`src/rtl/icon_arb_pkg.sv`:
```
// ---------------------------------------------------------------------------
// icon_arb_pkg
// Shared types and helpers for the icon ROM arbiter.
//   NREQ_MAX   : largest supported requester count
//   DATA_W_DEF : default ROM word width (12-bit RGB 4:4:4)
//   ID_W       : requester id width, sized for NREQ_MAX
//   tag_t      : in-flight read tag {valid, id}
//   next_ptr() : round-robin pointer advance with wrap
// ---------------------------------------------------------------------------
package icon_arb_pkg;

    localparam int NREQ_MAX   = 8;
    localparam int DATA_W_DEF = 12;
    localparam int ID_W       = $clog2(NREQ_MAX);

    typedef struct packed {
        logic            valid;
        logic [ID_W-1:0] id;
    } tag_t;

    // Pointer moves to the requester after the one just granted, wrapping at n-1.
    function automatic logic [ID_W-1:0] next_ptr(input logic [ID_W-1:0] idx, input int n);
        next_ptr = (int'(idx) == n - 1) ? ID_W'(0) : idx + ID_W'(1);
    endfunction

endpackage

```
`src/rtl/rr_pick.sv`:
```
// ---------------------------------------------------------------------------
// rr_pick
// Combinational round-robin picker. Searches upward from i_ptr, wrapping at
// NREQ-1 -> 0, and returns the first requester found.
//   i_req [NREQ]  : request vector
//   i_ptr [ID_W]  : search start index (always < NREQ)
//   o_gnt [NREQ]  : one-hot grant, zero when nothing is requested
//   o_idx [ID_W]  : index of the granted requester
//   o_any         : at least one request present
// ---------------------------------------------------------------------------
module rr_pick
    import icon_arb_pkg::*;
#(
    parameter int NREQ = 2
) (
    input  logic [NREQ-1:0] i_req,
    input  logic [ID_W-1:0] i_ptr,
    output logic [NREQ-1:0] o_gnt,
    output logic [ID_W-1:0] o_idx,
    output logic            o_any
);

    logic [NREQ-1:0] w_rot;
    logic [NREQ-1:0] w_rot_one;
    logic [ID_W-1:0] w_off;
    logic [ID_W:0]   w_sum;

    // Rotate requests so bit 0 is the requester at i_ptr; the doubled vector handles the wrap.
    assign w_rot = NREQ'({i_req, i_req} >> i_ptr);

    // Lowest set bit of the rotated vector is the winner's distance from i_ptr.
    always_comb begin
        w_rot_one = w_rot & (~w_rot + NREQ'(1));
        w_off     = ID_W'(0);
        for (int i = 0; i < NREQ; i++) begin
            w_off = w_off | (w_rot_one[i] ? ID_W'(i) : ID_W'(0));
        end
        w_sum = {1'b0, i_ptr} + {1'b0, w_off};
        o_any = |i_req;
        o_idx = (w_sum >= (ID_W+1)'(NREQ)) ? ID_W'(w_sum - (ID_W+1)'(NREQ)) : w_sum[ID_W-1:0];
        o_gnt = o_any ? (NREQ'(1) << o_idx) : {NREQ{1'b0}};
    end

endmodule

```
`src/rtl/icon_rom_arbiter.sv`:
```
// ---------------------------------------------------------------------------
// icon_rom_arbiter
// Shares one synchronous icon ROM between NREQ icon generators. One read is
// issued per cycle; each returned word is steered back to its requester.
// Latency from grant to rvalid is ROM_LAT+1 cycles.
// Build option: define ICON_ARB_FIXED_PRIO_EN for fixed priority (lowest
// index wins, pointer parked at 0); default is round-robin.
// Ports:
//   i_clk, i_reset       : clock, synchronous active-high reset
//   i_req  [NREQ]        : per-requester level request
//   i_addr [NREQ*ADDR_W] : per-requester address, slice k = [k*ADDR_W +: ADDR_W]
//   o_gnt  [NREQ]        : combinational one-hot grant (accept cycle)
//   o_rom_en, o_rom_addr : registered ROM read enable / address
//   i_rom_data [DATA_W]  : ROM data, sampled ROM_LAT edges after the issue edge
//   o_rvalid [NREQ]      : one-hot return pulse
//   o_rdata [NREQ*DATA_W]: per-requester returned word, held between returns
//   o_busy               : any read in flight
// ---------------------------------------------------------------------------
module icon_rom_arbiter
    import icon_arb_pkg::*;
#(
    parameter int NREQ    = 2,
    parameter int ADDR_W  = 10,
    parameter int DATA_W  = DATA_W_DEF,
    parameter int ROM_LAT = 1
) (
    input  logic                   i_clk,
    input  logic                   i_reset,
    input  logic [NREQ-1:0]        i_req,
    input  logic [NREQ*ADDR_W-1:0] i_addr,
    output logic [NREQ-1:0]        o_gnt,
    output logic                   o_rom_en,
    output logic [ADDR_W-1:0]      o_rom_addr,
    input  logic [DATA_W-1:0]      i_rom_data,
    output logic [NREQ-1:0]        o_rvalid,
    output logic [NREQ*DATA_W-1:0] o_rdata,
    output logic                   o_busy
);

    logic [NREQ-1:0]        w_pick_gnt;
    logic [ID_W-1:0]        w_pick_idx;
    logic                   w_pick_any;
    logic                   w_accept;
    logic [ADDR_W-1:0]      w_sel_addr;
    logic [ID_W-1:0]        r_ptr;
    logic                   r_rom_en;
    logic [ADDR_W-1:0]      r_rom_addr;
    tag_t                   r_pipe [ROM_LAT];
    tag_t                   w_ret;
    logic                   w_pipe_any;
    logic [NREQ-1:0]        r_rvalid;
    logic [NREQ*DATA_W-1:0] r_rdata;

`ifdef ICON_ARB_FIXED_PRIO_EN
    // Fixed priority: the lowest set request bit wins.
    always_comb begin
        w_pick_gnt = i_req & (~i_req + NREQ'(1));
        w_pick_any = |i_req;
        w_pick_idx = ID_W'(0);
        for (int k = 0; k < NREQ; k++) begin
            w_pick_idx = w_pick_idx | (w_pick_gnt[k] ? ID_W'(k) : ID_W'(0));
        end
    end

    // Pointer is parked at zero; it plays no part in the choice here.
    always_ff @(posedge i_clk) begin
        r_ptr <= ID_W'(0);
    end
`else
    rr_pick #(.NREQ(NREQ)) u_rr_pick (
        .i_req (i_req),
        .i_ptr (r_ptr),
        .o_gnt (w_pick_gnt),
        .o_idx (w_pick_idx),
        .o_any (w_pick_any)
    );

    // Round-robin pointer: one past the last granted requester, unchanged when idle.
    always_ff @(posedge i_clk) begin
        if (i_reset) begin
            r_ptr <= ID_W'(0);
        end else if (w_accept) begin
            r_ptr <= next_ptr(w_pick_idx, NREQ);
        end else begin
            r_ptr <= r_ptr;
        end
    end
`endif

    // Reset suppresses the grant so a requester keeps holding through reset.
    assign w_accept = w_pick_any & ~i_reset;
    assign o_gnt    = i_reset ? {NREQ{1'b0}} : w_pick_gnt;

    // One-hot AND-OR mux of the granted requester's address.
    always_comb begin
        w_sel_addr = {ADDR_W{1'b0}};
        for (int k = 0; k < NREQ; k++) begin
            w_sel_addr = w_sel_addr | (i_addr[k*ADDR_W +: ADDR_W] & {ADDR_W{w_pick_gnt[k]}});
        end
    end

    // Issue registers: enable pulses per accept, address holds when idle.
    always_ff @(posedge i_clk) begin
        if (i_reset) begin
            r_rom_en   <= 1'b0;
            r_rom_addr <= {ADDR_W{1'b0}};
        end else begin
            r_rom_en <= w_accept;
            if (w_accept) begin
                r_rom_addr <= w_sel_addr;
            end
        end
    end

    // Tag pipe: the tag leaves stage ROM_LAT-1 on the edge the ROM word is sampled.
    always_ff @(posedge i_clk) begin
        if (i_reset) begin
            for (int i = 0; i < ROM_LAT; i++) begin
                r_pipe[i] <= '{valid: 1'b0, id: ID_W'(0)};
            end
        end else begin
            r_pipe[0] <= '{valid: w_accept, id: w_pick_idx};
            for (int i = 1; i < ROM_LAT; i++) begin
                r_pipe[i] <= r_pipe[i-1];
            end
        end
    end

    assign w_ret = r_pipe[ROM_LAT-1];

    // Return demux: only the slice named by the exiting tag is written.
    always_ff @(posedge i_clk) begin
        if (i_reset) begin
            r_rvalid <= {NREQ{1'b0}};
            r_rdata  <= {(NREQ*DATA_W){1'b0}};
        end else begin
            r_rvalid <= w_ret.valid ? (NREQ'(1) << w_ret.id) : {NREQ{1'b0}};
            for (int k = 0; k < NREQ; k++) begin
                if (w_ret.valid && (w_ret.id == ID_W'(k))) begin
                    r_rdata[k*DATA_W +: DATA_W] <= i_rom_data;
                end
            end
        end
    end

    // Any valid tag in the pipe means a read is still outstanding.
    always_comb begin
        w_pipe_any = 1'b0;
        for (int i = 0; i < ROM_LAT; i++) begin
            w_pipe_any = w_pipe_any | r_pipe[i].valid;
        end
    end

    assign o_rom_en   = r_rom_en;
    assign o_rom_addr = r_rom_addr;
    assign o_rvalid   = r_rvalid;
    assign o_rdata    = r_rdata;
    assign o_busy     = w_pipe_any | r_rom_en;

endmodule

```
`config.mk`:
```
export PLATFORM = sky130hd
export DESIGN_NAME = icon_rom_arbiter
export DESIGN_NICKNAME = d
export VERILOG_FILES = /design/src/rtl/icon_arb_pkg.sv /design/src/rtl/rr_pick.sv /design/src/rtl/icon_rom_arbiter.sv
export SDC_FILE = /design/constraint.sdc
export NUM_CORES = 1
export LEC_CHECK = 0
export BUFFER_PORTS_ARGS = -buffer_cell sky130_fd_sc_hd__buf_2
export CAP_MARGIN = 20
export CORE_UTILIZATION = 50
export CTS_CLUSTER_SIZE = 12
export DETAILED_ROUTE_END_ITERATION = 16
export PLACE_DENSITY = 0.8
export SLEW_MARGIN = 10
export SYNTH_ARGS = -nofsm -noshare
export SYNTH_HDL_FRONTEND = slang
export SYNTH_SLANG_ARGS = --single-unit
export TNS_END_PERCENT = 20
```
`constraint.sdc`:
```
create_clock -name i_clk -period 4.45 [get_ports i_clk]
set_input_delay 0 -clock i_clk [delete_from_list [all_inputs] [get_ports i_clk]]
set_output_delay 0 -clock i_clk [all_outputs]
set_load 0.01 [all_outputs]
```
Word-level counts from Yosys, hierarchy flattened
Memories as Yosys holds them, arrays and structs flattened.
Cells that the tools add are included.
{"block": "word_totals", "mem_count": 1, "word_cells": 42, "ramBits": 4, "register_bits": 40}
{"name": "r_pipe", "depth": 1, "word_bits": 4, "read_ports": 1, "rd_ports_with_merged_regs": 0, "write_ports": 1, "line_no": "icon_rom_arbiter.sv:48", "source": "tag_t r_pipe [ROM_LAT];"}
{"block": "op_classes", "n_reduce_logical": 6, "n_addsub": 4, "eq_ne": 2, "n_mux": 10, "magnitude_cmp": 1, "shifts": 3, "bitwise_logic": 9}
{"cell": "$and A10 B10 Y10", "n": 2}
{"cell": "$or A10 B10 Y10", "n": 1}
{"cell": "$mux W3", "n": 2}
{"cell": "$shl A1 B3 Y2 const A", "n": 2}
{"cell": "$mux W1", "n": 5}
{"cell": "$add A3 B1 Y4", "n": 1}
{"cell": "$ge A4 B2 Y1 const B", "n": 1}
{"cell": "$mux W2", "n": 2}
{"cell": "$mux W4", "n": 1}
{"cell": "$reduce_or A2 Y1", "n": 2}
{"cell": "$reduce_or A4 Y1", "n": 1}
{"cell": "$shr A4 B3 Y2", "n": 1}
{"cell": "$add A3 B1 Y3 const B", "n": 1}
{"cell": "$eq A3 B1 Y1 const B", "n": 1}
{"cell": "$eq A3 B2 Y1 const B", "n": 1}
{"cell": "$logic_not A3 Y1", "n": 1}
{"cell": "$sub A3 B2 Y3 const B", "n": 1}
{"cell": "$add A2 B1 Y2 const B", "n": 1}
{"cell": "$and A2 B2 Y2", "n": 1}
{"cell": "$logic_and A1 B1 Y1", "n": 2}
{"cell": "$not A1 Y1", "n": 2}
{"cell": "$not A2 Y2", "n": 1}
{"cell": "$and A1 B1 Y1", "n": 1}
{"cell": "$or A1 B1 Y1", "n": 1}

Logic depth before layout (Yosys ltp)
{"block": "logic_depth", "ltp_word": 12, "mapped_depth": 10, "mapped_depth_nobuf": 9}

Modules after synthesis
Synthesis repeated with hierarchy kept, for this count alone.
{"block": "hier_totals", "cells_unflattened": 189, "area_unflattened_um2": 1891.8}
{"module": "icon_rom_arbiter", "cells_per_inst": 169, "seq_area_each_um2": 860.8, "area_per_inst_um2": 1736.7, "instances": 1}
{"module": "rr_pick", "cells_per_inst": 20, "seq_area_each_um2": 0.0, "area_per_inst_um2": 155.1, "instances": 1}

Worst setup path before layout
No wires, ideal clock.
{"block": "synth_path", "path_kind": "register to register", "startpoint": "register r_ptr[1]", "endpoint": "register r_rom_addr[2], in the netlist o_rom_addr[2]", "arrival_ns": 1.835, "t_required_ns": 4.318, "setup_time_ns": 0.132, "stages_incl_launch_ff": 11, "slack_ns": 2.483, "period_less_slack_ns": 1.967, "path_cell_list": "dfxtp_1 > nor4bb_1 > a21oi_1 > nor2_1 > ha_1 > ha_1 > and3b_1 > o21bai_4 > buf_6 > o2111ai_1 > a21oi_1"}
{"block": "synth_between", "elab_chain_cells": 12, "word_cells_on_any_way": 14}
{"item": "start, declared", "line_no": "icon_rom_arbiter.sv:45", "source": "logic [ID_W-1:0] r_ptr;"}
{"item": "start signal, assigned", "line_no": "icon_rom_arbiter.sv:83", "source": "r_ptr <= next_ptr(w_pick_idx, NREQ);"}
{"item": "start signal, assigned", "line_no": "icon_rom_arbiter.sv:85", "source": "r_ptr <= r_ptr;"}
{"item": "$shr A4 B3 Y2", "line_no": "rr_pick.sv:29", "source": "assign w_rot = NREQ'({i_req, i_req} >> i_ptr);"}
{"item": "$not A2 Y2", "line_no": "rr_pick.sv:33", "source": "w_rot_one = w_rot & (~w_rot + NREQ'(1));"}
{"item": "$add A2 B1 Y2", "line_no": "rr_pick.sv:33"}
{"item": "$and A2 B2 Y2", "line_no": "rr_pick.sv:33"}
{"item": "$mux W1", "line_no": "rr_pick.sv:36", "source": "w_off = w_off | (w_rot_one[i] ? ID_W'(i) : ID_W'(0));"}
{"item": "$add A3 B1 Y4 *", "line_no": "rr_pick.sv:38", "source": "w_sum = {1'b0, i_ptr} + {1'b0, w_off};"}
{"item": "$ge A4 B2 Y1 / $sub A3 B2 Y3 (equally long branches)", "line_no": "rr_pick.sv:40", "source": "o_idx = (w_sum >= (ID_W+1)'(NREQ)) ? ID_W'(w_sum - (ID_W+1)'(NREQ)) : w_sum[ID_W-1:0];"}
{"item": "$mux W3 *", "line_no": "rr_pick.sv:40"}
{"item": "$shl A1 B3 Y2 *", "line_no": "rr_pick.sv:41", "source": "o_gnt = o_any ? (NREQ'(1) << o_idx) : {NREQ{1'b0}};"}
{"item": "$mux W2 *", "line_no": "rr_pick.sv:41"}
{"item": "$and A10 B10 Y10", "line_no": "icon_rom_arbiter.sv:98", "source": "w_sel_addr = w_sel_addr | (i_addr[k*ADDR_W +: ADDR_W] & {ADDR_W{w_pick_gnt[k]}});"}
{"item": "$or A10 B10 Y10 *", "line_no": "icon_rom_arbiter.sv:98"}
{"item": "end signal, assigned", "line_no": "icon_rom_arbiter.sv:106", "source": "r_rom_addr <= {ADDR_W{1'b0}};"}
{"item": "end signal, assigned", "line_no": "icon_rom_arbiter.sv:110", "source": "r_rom_addr <= w_sel_addr;"}
{"item": "end, declared", "line_no": "icon_rom_arbiter.sv:47", "source": "logic [ADDR_W-1:0] r_rom_addr;"}
Every way passes the cells marked *; elsewhere a longest branch is shown, timed or not.
A chain may end at the register's enable or synchronous reset.

Final worst setup path
{"block": "layout_path", "startpoint": "register r_ptr[1]", "endpoint": "output o_gnt[1]"}
{"block": "layout_between", "elab_chain_cells": 11, "word_cells_on_any_way": 12}
{"item": "$shr A4 B3 Y2", "line_no": "rr_pick.sv:29"}
{"item": "$not A2 Y2", "line_no": "rr_pick.sv:33"}
{"item": "$add A2 B1 Y2", "line_no": "rr_pick.sv:33"}
{"item": "$and A2 B2 Y2", "line_no": "rr_pick.sv:33"}
{"item": "$mux W1", "line_no": "rr_pick.sv:36"}
{"item": "$add A3 B1 Y4 *", "line_no": "rr_pick.sv:38"}
{"item": "$ge A4 B2 Y1 / $sub A3 B2 Y3 (equally long branches)", "line_no": "rr_pick.sv:40"}
{"item": "$mux W3 *", "line_no": "rr_pick.sv:40"}
{"item": "$shl A1 B3 Y2 *", "line_no": "rr_pick.sv:41"}
{"item": "$mux W2 *", "line_no": "rr_pick.sv:41"}
{"item": "$mux W2 *", "line_no": "icon_rom_arbiter.sv:92", "source": "assign o_gnt = i_reset ? {NREQ{1'b0}} : w_pick_gnt;"}
{"item": "end, declared", "line_no": "icon_rom_arbiter.sv:31", "source": "output logic [NREQ-1:0] o_gnt,"}
Marks and branches as above.

==> impl_metrics.env <==
export IMPL_gp_congestion=0.764
export IMPL_dr_first_iter_drc_count=64
export IMPL_arrival_ps=2520
export IMPL_drc=0
export IMPL_portBuffers=75
export IMPL_syn_avg_cell_area_um2=7.95
export IMPL_seq_area_um2=861
export IMPL_syn_num_nets=265
export IMPL_clk_pin_slew_ps=130
export IMPL_peakVddDrop_mv=0.199
export IMPL_wl_um=4450
export IMPL_grt_first_pass_wirelength_um=6890
export IMPL_end_kind="output pin"
export IMPL_fillers=296
export IMPL_fin_cells=359
export IMPL_busiest_layer="met2"
export IMPL_worst_slack_ps=1930
export IMPL_num_io_pins=76
export IMPL_reg2reg_from="r_ptr[1]$_SDFFE_PP0P_"
export IMPL_async_flop_share=0
export IMPL_clock_skew_ps=7.74
export IMPL_cts_root_buf="clkbuf_4"
export IMPL_post_drt_wl_per_cell_um=12.4
export IMPL_reg2reg_slack_ps=2230
export IMPL_comb_power_share=0.211
export IMPL_hold_path_class="in -> reg"
export IMPL_ys_seq_area_frac=0.477
export IMPL_clock_fmax_mhz=397
export IMPL_cts_sinks=43
export IMPL_synthCells=227
export IMPL_worstSetupPathType="reg -> out"
export IMPL_relSlewSlack=0.273
export IMPL_antenna_found_initial=0
export IMPL_place_detailed_instances=331
export IMPL_clockPowerShare=0.267
export IMPL_die_w_um=62.1
export IMPL_use_met1=0.283
export IMPL_synth_edff_count=0
export IMPL_total_power_w=0.000817
export IMPL_hold_violations=0
export IMPL_grt_max_degree=53
export IMPL_power_switching_w=0.000236
export IMPL_p_int_w=0.000581
export IMPL_ant_nets=0
export IMPL_antenna_cells=0
export IMPL_reg2reg_to="o_rom_addr[4]$_SDFFE_PP0P_"
export IMPL_fp_row_count=21
export IMPL_start_util=0.532
export IMPL_ys_dominant_reg_cell="dfxtp_1"
export IMPL_power_density_nw_per_um2=338
export IMPL_htree_levels=2
export IMPL_cts_tree="built"
export IMPL_multi_input_area_um2=843
export IMPL_cts_resized=0
export IMPL_outcome="finished, final reports clean"
export IMPL_via_count=1839
export IMPL_cts_buffer_depth=2
export IMPL_worstMarginPinSlew_ps=1090
export IMPL_synthToLayoutAreaGrowth_pct=34.0
export IMPL_swShare=0.289
export IMPL_met3_usage=0.0600
export IMPL_die_h_um=62.1
export IMPL_tns_ps=0
export IMPL_layout_drive_gt1_share=0.288
export IMPL_syn_area_um2=1800
export IMPL_crit_required_ps=4450
export IMPL_pwr_share_seq=0.523
export IMPL_viasPerCell=5.12
export IMPL_cts_buffers=5
export IMPL_start_kind="flip-flop"
export IMPL_synth_seq_cells=43
export IMPL_power_leakage_nw=1.09
export IMPL_grt_use_met2=0.441
export IMPL_fin_crit_sh=0.566
export IMPL_dp_hpwl_um=2910
export IMPL_drv_cap=0
export IMPL_layout_commonest_cell="buf_2"
export IMPL_rr_worst_depth=9
export IMPL_track_usage=0.243
export IMPL_slew_violations=0
export IMPL_startpoint="r_ptr[1]$_SDFFE_PP0P_"
export IMPL_crit_end="o_gnt[1]"
export IMPL_detail_route_first_pass_iterations=4
export IMPL_fin_nets=350
export IMPL_finalCriticalPeriod_ps=2520
export IMPL_post_route_util=0.713
export IMPL_finalSetupViolCount=0
export IMPL_ys_warn_count=0
export IMPL_grt_overflow=0
export IMPL_final_cell_mix="buf_2 (75), nand2_1 (70), dfxtp_1 (43)"
export IMPL_clock_latency_ps=350
export IMPL_rsz0062_at_grt="no"
export IMPL_worstPathMaxFanout=13
export IMPL_yosys_cell_types_count=32
export IMPL_coreArea_um2=3390
export IMPL_grt_pass1_vias=1588
export IMPL_die_area_um2=3850
export IMPL_preCtsSetupSlack_ps=2280
==> worst max-delay path, stage by stage (launching register included) <==
cell	delay (ps)
dfxtp_1	410
nor4bb_1	70
a21oi_1	110
nor2_1	50
ha_1	210
ha_1	380
and3b_1	240
o21bai_4	330
and3_2	240
buf_2	120
==> layer usage <==
| layer | share of wire | vias up |
|---|---|---|
| met1 | 0.45 | 841 |
| met3 | 0.056 | 6 |
| met4 | 0.0097 | 0 |
| li1 | - | 928 |
| met5 | 0 | - |
| met2 | 0.48 | 64 |
==> power groups by stage <==
stage	logic, W	clock network [W]	registers, W
5_1_grt	0.000193	0.000241	0.000432
3_5_place_dp	0.000158	0	0.000436
6_report	0.000172	0.000218	0.000427
3_3_place_gp	0.000154	0	0.000435
4_1_cts	0.000172	0.000220	0.000427
2_1_floorplan	0.0000915	0	0.000447
==> how the worst min path moves through the flow <==
stage / start / end / slack, ps / depth (start not counted)
after floorplan: i_rom_data[0] / o_rdata[0]$_SDFFE_PP0P_ / 140 / 2
after global placement: i_rom_data[8] / o_rdata[20]$_SDFFE_PP0P_ / 250 / 3
after detailed placement: i_rom_data[1] / o_rdata[1]$_SDFFE_PP0P_ / 260 / 3
after CTS: i_addr[19] / o_rom_addr[9]$_SDFFE_PP0P_ / 4 / 5
after global routing: i_addr[19] / o_rom_addr[9]$_SDFFE_PP0P_ / 20 / 5
final: i_addr[19] / o_rom_addr[9]$_SDFFE_PP0P_ / 0.9 / 5
==> metrics by stage <==
step	hold slack, ps	instance area (um2)
floorplan	136	1800
global placement	254	2140
detailed placement	261	2140
CTS	4.35	2420
global route	23.6	2420
finish	0.911	2420
==> synthesized netlist by cell type (2+ instances only) <==
library cell | count | area [um2]
nand3_1 | 3 | 15.0
nand2_1 | 70 | 263
nor2b_1 | 2 | 12.5
buf_2 | 3 | 15.0
a21oi_1 | 38 | 190
o2111ai_1 | 8 | 70.1
dfxtp_1 | 43 | 861
nor2_1 | 22 | 82.6
a211oi_1 | 2 | 15.0
ha_1 | 2 | 25.0
buf_4 | 2 | 15.0
clkbuf_1 | 8 | 30.0
nand3b_1 | 3 | 22.5
buf_1 | 2 | 7.51
inv_1 | 2 | 7.51
==> flip-flops by register name, summed over array words and instances (netlist names) <==
register and cells:
o_rom_addr 10, o_rdata 24, o_rom_en 1, r_ptr 3, o_rvalid 2, r_pipe 3
==> logic make-up (layout without fill, tap and decap cells) <==
group / count (synthesis) / after routing / share of synthesized area
compound gates: 52 / 52 / 0.182
xor+xnor: 1 / 1 / 0.00486
fa+ha+maj: 2 / 2 / 0.0139
buf+inv: 19 / 105 / 0.0555
flops: 43 / 43 / 0.477
mux: 1 / 1 / 0.00624
simple gates: 109 / 109 / 0.261
==> final cells by class <==
type,instances,share of cell area
clock inverters,1,0.00311
well taps,46,0.0238
inverters,2,0.00311
flip-flops and latches,43,0.356
multi-input cells,165,0.349
repair buffers,95,0.238
clock buffers,7,0.0269
==> what timing repair did <==
item / CTS / global route
hold endpoints to repair: 32 / 0
hold buffers: 20 / 0
buffers inserted: 0 / 0
Note: power is estimated with default switching activity, not from simulation.
